### src/rtl/ctrl_seq.sv
// Sequential control unit: registered instruction decode plus a run/stall/halt
// state machine that gates the fetch unit's PC and stretches LOAD/STORE accesses.
module ctrl_seq #(
  parameter int IW      = 9,
  parameter int OPW     = 5,
  parameter int MEM_LAT = 2
) (
  input  logic           Clk,
  input  logic           Reset,
  input  logic           Start,
  input  logic           InstValid,
  input  logic [IW-1:0]  Instruction,
  output logic           PcEn,
  output logic           Jump,
  output logic           BranchEn,
  output logic           WriteR,
  output logic           ImmMux,
  output logic [OPW-1:0] OP,
  output logic [IW-8:0]  Operand,
  output logic           MemRead,
  output logic           MemWrite,
  output logic           Illegal,
  output logic           Done
);

  localparam logic [OPW-1:0] OP_NOP   = OPW'(0);
  localparam logic [OPW-1:0] OP_MOVER = OPW'(2);
  localparam logic [OPW-1:0] OP_LOAD  = OPW'(8);
  localparam logic [OPW-1:0] OP_STORE = OPW'(9);
  localparam logic [OPW-1:0] OP_HALT  = OPW'(10);
  localparam logic [OPW-1:0] OP_BEQ   = OPW'(11);
  localparam logic [OPW-1:0] OP_BLT   = OPW'(12);
  localparam logic [OPW-1:0] OP_ANDI  = OPW'(13);
  localparam logic [OPW-1:0] OP_LSR   = OPW'(17);
  localparam logic [OPW-1:0] OP_RSR   = OPW'(18);

  typedef enum logic [1:0] {S_IDLE, S_RUN, S_MEM, S_HALTED} state_t;

  state_t     state_reg;
  logic [3:0] cnt_reg;

  logic [1:0]     inst_type;
  logic [3:0]     sub_op;
  logic [OPW-1:0] dec_op;
  logic           dec_jump, dec_branch, dec_writer, dec_imm, dec_illegal;
  logic           dec_load, dec_store, dec_halt;

  assign inst_type = Instruction[IW-1:IW-2];
  assign sub_op    = Instruction[IW-3:IW-6];

  always_comb begin
    dec_op      = OP_NOP;
    dec_jump    = 1'b0;
    dec_branch  = 1'b0;
    dec_writer  = 1'b0;
    dec_imm     = 1'b0;
    dec_illegal = 1'b0;
    case (inst_type)
      2'b00: begin
        if (sub_op <= 4'd9) dec_op = OPW'(sub_op) + OPW'(1);
        else                dec_illegal = 1'b1;
      end
      2'b01: begin
        dec_branch = 1'b1;
        dec_op     = Instruction[IW-3] ? OP_BLT : OP_BEQ;
      end
      2'b10: begin
        dec_imm  = 1'b1;
        dec_op   = OP_ANDI + OPW'(Instruction[IW-3:IW-4]);
        dec_jump = (Instruction[IW-3:IW-4] == 2'b11);
      end
      default: begin
        dec_writer = 1'b1;
        dec_op     = Instruction[IW-3] ? OP_RSR : OP_LSR;
      end
    endcase
    if (dec_op == OP_MOVER) dec_writer = 1'b1;
  end

  assign dec_load  = (dec_op == OP_LOAD);
  assign dec_store = (dec_op == OP_STORE);
  assign dec_halt  = (dec_op == OP_HALT);

  // PC may advance on a plain accepted instruction, or on the last MEM cycle.
  always_comb begin
    PcEn = 1'b0;
    if (!Reset) begin
      case (state_reg)
        S_RUN:   PcEn = InstValid && !dec_load && !dec_store && !dec_halt;
        S_MEM:   PcEn = (cnt_reg == 4'd0);
        default: PcEn = 1'b0;
      endcase
    end
  end

  always_ff @(posedge Clk) begin
    if (Reset) begin
      state_reg <= S_IDLE;
      cnt_reg   <= 4'd0;
      OP        <= OP_NOP;
      Operand   <= '0;
      Jump      <= 1'b0;
      BranchEn  <= 1'b0;
      WriteR    <= 1'b0;
      ImmMux    <= 1'b0;
      MemRead   <= 1'b0;
      MemWrite  <= 1'b0;
      Illegal   <= 1'b0;
      Done      <= 1'b0;
    end else begin
      // Outside MEM every cycle defaults to a NOP bubble; MEM holds everything.
      if (state_reg != S_MEM) begin
        OP       <= OP_NOP;
        Operand  <= '0;
        Jump     <= 1'b0;
        BranchEn <= 1'b0;
        WriteR   <= 1'b0;
        ImmMux   <= 1'b0;
        MemRead  <= 1'b0;
        MemWrite <= 1'b0;
        Illegal  <= 1'b0;
      end
      case (state_reg)
        S_IDLE: begin
          if (Start) state_reg <= S_RUN;
        end
        S_RUN: begin
          if (InstValid) begin
            OP       <= dec_op;
            Operand  <= Instruction[IW-8:0];
            Jump     <= dec_jump;
            BranchEn <= dec_branch;
            WriteR   <= dec_writer;
            ImmMux   <= dec_imm;
            Illegal  <= dec_illegal;
            if (dec_load || dec_store) begin
              MemRead   <= dec_load;
              MemWrite  <= dec_store;
              cnt_reg   <= 4'(MEM_LAT - 1);
              state_reg <= S_MEM;
            end else if (dec_halt) begin
              Done      <= 1'b1;
              state_reg <= S_HALTED;
            end
          end
        end
        S_MEM: begin
          if (cnt_reg == 4'd0) begin
            state_reg <= S_RUN;
            OP        <= OP_NOP;
            Operand   <= '0;
            MemRead   <= 1'b0;
            MemWrite  <= 1'b0;
          end else begin
            cnt_reg <= cnt_reg - 4'd1;
          end
        end
        default: begin
          if (Start) begin
            state_reg <= S_RUN;
            Done      <= 1'b0;
          end
        end
      endcase
    end
  end

endmodule

### config.mk
export PLATFORM = sky130hd
export DESIGN_NAME = ctrl_seq
export DESIGN_NICKNAME = d
export VERILOG_FILES = /design/src/rtl/ctrl_seq.sv
export SDC_FILE = /design/constraint.sdc
export NUM_CORES = 1
export LEC_CHECK = 0
export CAP_MARGIN = 0
export CORE_MARGIN = 2
export CORE_UTILIZATION = 55
export CTS_CLUSTER_DIAMETER = 80
export DETAILED_ROUTE_END_ITERATION = 8
export PLACE_DENSITY = 0.84
export SLEW_MARGIN = 10
export SYNTH_ARGS = -nofsm -noshare
export SYNTH_HDL_FRONTEND = slang
export SYNTH_SLANG_ARGS = --single-unit
### constraint.sdc
create_clock -name Clk -period 4.91 [get_ports Clk]
set_input_delay 0.491 -clock Clk [delete_from_list [all_inputs] [get_ports Clk]]
set_output_delay 0.491 -clock Clk [all_outputs]
set_load 0.005 [all_outputs]
# Yosys cells after proc, flatten, opt, wreduce, memory -nomap -nowiden
# Index checks and enable logic that the tools add are counted.
# word_totals
ff_bits,21
inputBits,13
out_inout_bits,16
word_cells,113
# classes
add_sub_neg,3
order_cmp,1
eq_ne,17
mux,61
bitwise_logic,1
n_reduce_logical,18
# op_table
cell,n
$mux 1,35
$mux 5,4
$mux 2,9
$eq 5x4->1 const B,3
$pmux 5 s3,1
$ne 2x2->1 const B,7
$mux 4,3
$pmux 5 s2,1
$pmux 1 s2,4
$pmux 2 s2,2
$pmux 4 s2,1
$reduce_and 4->1,2
$eq 2x2->1 const B,3
$add 4x1->5 const B,1
$add 4x2->5 const A,1
$eq 5x2->1 const B,1
$reduce_and 5->1,1
$eq 2x1->1 const B,2
$le 4x4->1 const B,1
$logic_not 2->1,2
$logic_not 4->1,1
$reduce_bool 2->1,2
$sub 4x1->4 const B,1
$logic_and 1x1->1,3
8 further kinds,10

# Logic depth before layout (Yosys ltp)
# depth
ltp_word,10
ltp_mapped,9
ltp_nobuf,8

# Least setup slack after synthesis
# OpenSTA, ideal clock, no wires.
# synth_path
path_kind,input to output
startpoint,input port Instruction[5]
endpoint,output port PcEn
arrival_ns,1.866
t_required_ns,4.419
setup_slack_ns,2.553
cell_stages,9
path_buffers,1
path_cell_list,inv_1 ha_1 nor2b_4 a2bb2oi_2 buf_6 o21a_1 a211oi_2 o21ai_1 and3_1
# synth_via
elab_chain_len,10
elab_cells_between_ends,16
cone_classes,add/sub: 2; order compare: 1; eq/ne: 3; mux: 4; reduce/logical: 6
# synth_lines
item,line,source
start: declaration,12,"input logic [IW-1:0] Instruction,"
$add 4x1->5 or $le 4x4->1 (tied branches),60,if (sub_op <= 4'd9) dec_op = OPW'(sub_op) + OPW'(1);
$mux 5,60,
$pmux 5 s3 (*),58,case (inst_type)
$eq 5x4->1,80,assign dec_load = (dec_op == OP_LOAD);
$logic_not 1->1,89,S_RUN: PcEn = InstValid && !dec_load && !dec_store && !dec_halt;
$logic_and 1x1->1 (2 in series),89,
$logic_and 1x1->1 (*),89,
$pmux 1 s2 (*),88,case (state_reg)
$mux 1 (*),87,if (!Reset) begin
end: declaration,13,"output logic PcEn,"
# Mark *: on every way between the ends. The rest lies on a longest branch, timed or not.

# Worst setup path after layout
# layout_path
startpoint,input port Instruction[6]
endpoint,output port PcEn
# The elaborated chain is that of the path after synthesis.

==> run summary <==
=====================================================================================
Outcome                                                                     completed
Worst Tran Pin Value                                                        0.7830 ns
Clock latency reported for the late side of the worst-skew pair               0.31 ns
Filler cell count                                                                 207
Most used cells in the layout excluding fill and tap cells               sky130_fd_sc_hd__clkdlybuf4s50_1 (27), sky130_fd_sc_hd__nand2_1 (22), sky130_fd_sc_hd__dfxtp_1 (21), sky130_fd_sc_hd__nor2_1 (19)
Logic depth of the worst setup path including buffers                               9
Cell Chain, Critical Path                                                clkdlybuf4s50_1 -> ha_1 -> nor2b_4 -> a2bb2oi_2 -> o21ai_1 -> a211oi_2 -> o21ai_1 -> and3_1 -> clkdlybuf4s50_1
Primary flip-flop cell chosen by synthesis mapping                       sky130_fd_sc_hd__dfxtp_1
Final number of setup-violating endpoints                                           0
Number of global-route vias before repair                                       1,425
Power density over the cells                                             231.0 mW/mm^2
Fmax                                                                       0.2538 GHz
Warning count from the yosys run                                                    0
Die extent in y                                                              56.27 um
Number of instances in the synthesized netlist                                    191
GPL Wtd Cong                                                                   0.8328
Routed via count divided by cell count                                          6.546
Standard cell with the maximum stage delay on the critical path          sky130_fd_sc_hd__clkdlybuf4s50_1
Unique masters post-synth                                                          54
Netlist area before placement                                            0.001503 mm^2
Wire length of the first global-routing pass                                  6672 um
Period minus WS final                                                        3.941 ns
Post-synthesis sequential area ratio                                           27.98%
Maximum fanout along the worst path                                                13
Overall die width                                                            56.27 um
Total congestion overflow after global routing                                      0
Wirelength, routed                                                            4073 um
Share of synthesized registers carrying an async set or reset                      0%
Layout Area Growth over Synthesis                                              17.82%
Routed len/inst                                                              16.97 um
Worst setup path class                                                         in2out
First-pass detailed-route iteration total                                           6
Number of antenna violations at the first check in global routing                   0
Post-synthesis share of cell area spent on and, or, nand and nor gates         23.73%
Delay-heaviest family, CP                                                compound AO/OA/AOI/OAI gates
Worst-case vdd ir drop                                                    0.0002312 V
Multiplexer fraction of the synthesized cell area                                  0%
Final hold violation count                                                          0
Number of cell rows                                                                18
Estimated wirelength of the detail-placed design                              2954 um
DRC violations left                                                                 0
Setup slack of the most critical reg-to-reg path                              2.82 ns
Number of buffers created by CTS                                                    3
Overall die area                                                         0.003166 mm^2
Number of enable-type register cells in the synthesized netlist                     0
Fraction of layout cells with a size suffix above 1                            7.619%
Clock tree from TritonCTS                                                        done
Post-synthesis compound-gate area fraction                                     31.22%
Fin Hold WS                                                                 0.4753 ns
Worst setup startpoint                                                   Instruction[6]
Worst clock skew on the final layout                                      0.003378 ns
Post-placement cell count                                                         236
Number of buffer and inverter instances along the worst setup path                  2
Buffers inserted by post-CTS timing repair                                          0
Critical path arrival                                                         3.45 ns
Total track usage                                                              26.26%
Hold Buf Count CTS                                                                  0
Max reg flops                                                                       5
Worst setup path end                                                             PcEn
DRT iter0 DRCs                                                                    122
Class of the most critical hold timing path                                   reg2reg
Required arrival time at the worst endpoint                                   4.42 ns
Clock slew seen by the registers of the worst setup and hold paths            0.12 ns
Setup repair after global routing missed its margin                             false
Most frequent standard cell in the layout excluding fill and tap cells   sky130_fd_sc_hd__clkdlybuf4s50_1
Final-report max-slew violation count                                               0
Max-slew headroom                                                              47.64%
Placeable Area                                                           0.002522 mm^2
Register bit count reported by yosys                                               21
Count of placed standard cells in the final layout, fillers left out              240
Adder-Cell Fraction of Synth Area                                              8.326%
FF-to-FF End                                                             state_reg[1]$_SDFFE_PP0P_
Clock Tree Root                                                          sky130_fd_sc_hd__clkbuf_4
Pin count of the biggest net entering global routing                               21
Boundary pin count                                                                 29
Endpoint type of the worst setup path                                     output port
Number of H-tree branching levels                                                   1
Reported max-cap violation count                                                    0
Number of buffers on the longest clock path                                         2
Aggregate negative setup slack                                                   0 ns
Layout net count                                                                  234
Clock Sinks                                                                        21
Crit Reg-Reg Startpoint                                                  state_reg[0]$_SDFFE_PP0P_
Worst stage delay on the critical path                                        0.70 ns
Final clock period utilization by the worst path                               80.26%
Post-Syn Nets                                                                     214
Total power draw                                                            0.4090 mW
Hold path cells                                                                     2
Kind of launch point of the worst setup path                             primary input
Mean instance size in the synthesized netlist                              7.867 um^2
Largest family of logic cells by synthesized area                        compound AO/OA/AOI/OAI gates
Xor and xnor area share after synthesis                                        1.749%
Vias after detailed routing                                                     1,571
Initial standard-cell utilization of the core                                  59.57%
Total leakage power                                                         0.6419 nW
Cells resized by post-CTS repair                                                    0
Port buffer count                                                                  27
Count of antenna-violating nets left after detailed routing                         0
Antenna Cells                                                                       0
Worst Reg2Reg Path Length in Cells                                                  7
=====================================================================================
Yosys cell counts, drive strengths merged (2+ instances only):
cell / number / area share, %
nand2: 22 / 5.5
xnor2: 2 / 1.2
o21ai: 16 / 5.3
nor2b: 2 / 1.3
a21oi: 10 / 3.3
inv: 10 / 2.5
a221oi: 2 / 1.6
a41oi: 2 / 1.2
o31ai: 5 / 2.8
a32oi: 3 / 1.7
o41ai: 2 / 1.7
nor2: 20 / 5.2
nand4: 2 / 0.83
nor3b: 3 / 1.5
a31oi: 4 / 1.7
nand3: 5 / 1.7
dfxtp: 21 / 28
a22oi: 4 / 2.0
buf: 6 / 3.0
a211oi: 4 / 2.3
nand2b: 2 / 0.83
clkbuf: 6 / 1.5
or2: 2 / 0.83
o21a: 3 / 1.5
ha: 10 / 8.3
nor4: 3 / 1.7
and3: 2 / 0.83
nor3: 3 / 1.0
power by group:
| group | internal (mW) | total [mW] | switching, mW |
|---|---|---|---|
| registers | 0.177 | 0.182 | 0.00495 |
| logic | 0.0520 | 0.141 | 0.0885 |
| clock network | 0.0304 | 0.0866 | 0.0561 |
| total | 0.259 | 0.409 | 0.150 |
metrics by stage:
step,worst slack [ns],utilization [%],instance area [um^2]
2_1_floorplan,2.553,-,1503
3_3_place_gp,1.178,69.10,1743
3_5_place_dp,1.070,69.10,1743
4_1_cts,1.062,70.19,1770
5_1_grt,0.8487,70.19,1770
6_report,0.9693,70.19,1770
layer usage:
| layer | share of wire, % | GRT usage (%) | up-vias |
|---|---|---|---|
| met3 | 8.6 | 5.069 | 13 |
| met1 | 42 | 34.66 | 720 |
| met2 | 48 | 42.69 | 99 |
| li1 | - | - | 739 |
| met4 | 1.9 | 9.184 | 0 |
| met5 | 0 | 0 | - |
area by class of cell:
class / count / area (um^2) / area share (%)
Multi-Input combinational cell: 148 / 977.2 / 55.19
Sequential cell: 21 / 420.4 / 23.75
Timing Repair Buffer: 27 / 270.3 / 15.26
Inverter: 10 / 37.54 / 2.120
Tap cell: 30 / 37.54 / 2.120
Clock buffer: 3 / 22.52 / 1.272
Clock inverter: 1 / 5.005 / 0.2827
worst reg2reg max path: stages, from the launching register on:
cell,delay (ns)
sky130_fd_sc_hd__dfxtp_1,0.34
sky130_fd_sc_hd__inv_1,0.09
sky130_fd_sc_hd__ha_1,0.53
sky130_fd_sc_hd__nand4bb_1,0.34
sky130_fd_sc_hd__o21ai_0,0.15
sky130_fd_sc_hd__and2_1,0.21
sky130_fd_sc_hd__a21oi_1,0.10
sky130_fd_sc_hd__a211oi_1,0.24
cell families after synthesis:
group / Yosys count
simple gates: 70
compound gates: 65
buf+inv: 22
flops: 21
fa+ha+maj: 10
xor+xnor: 3
worst min path at each step:
stage / startpoint / to / slack (ns)
2_1_floorplan: OP[2]$_SDFF_PP0_ / OP[2]$_SDFF_PP0_ / 0.45
3_3_place_gp: OP[2]$_SDFF_PP0_ / OP[2]$_SDFF_PP0_ / 0.45
3_5_place_dp: OP[2]$_SDFF_PP0_ / OP[2]$_SDFF_PP0_ / 0.46
4_1_cts: OP[2]$_SDFF_PP0_ / OP[2]$_SDFF_PP0_ / 0.48
5_1_grt: WriteR$_SDFF_PP0_ / WriteR$_SDFF_PP0_ / 0.51
6_report: OP[2]$_SDFF_PP0_ / OP[2]$_SDFF_PP0_ / 0.48
Power figures use the tool's default switching activity.
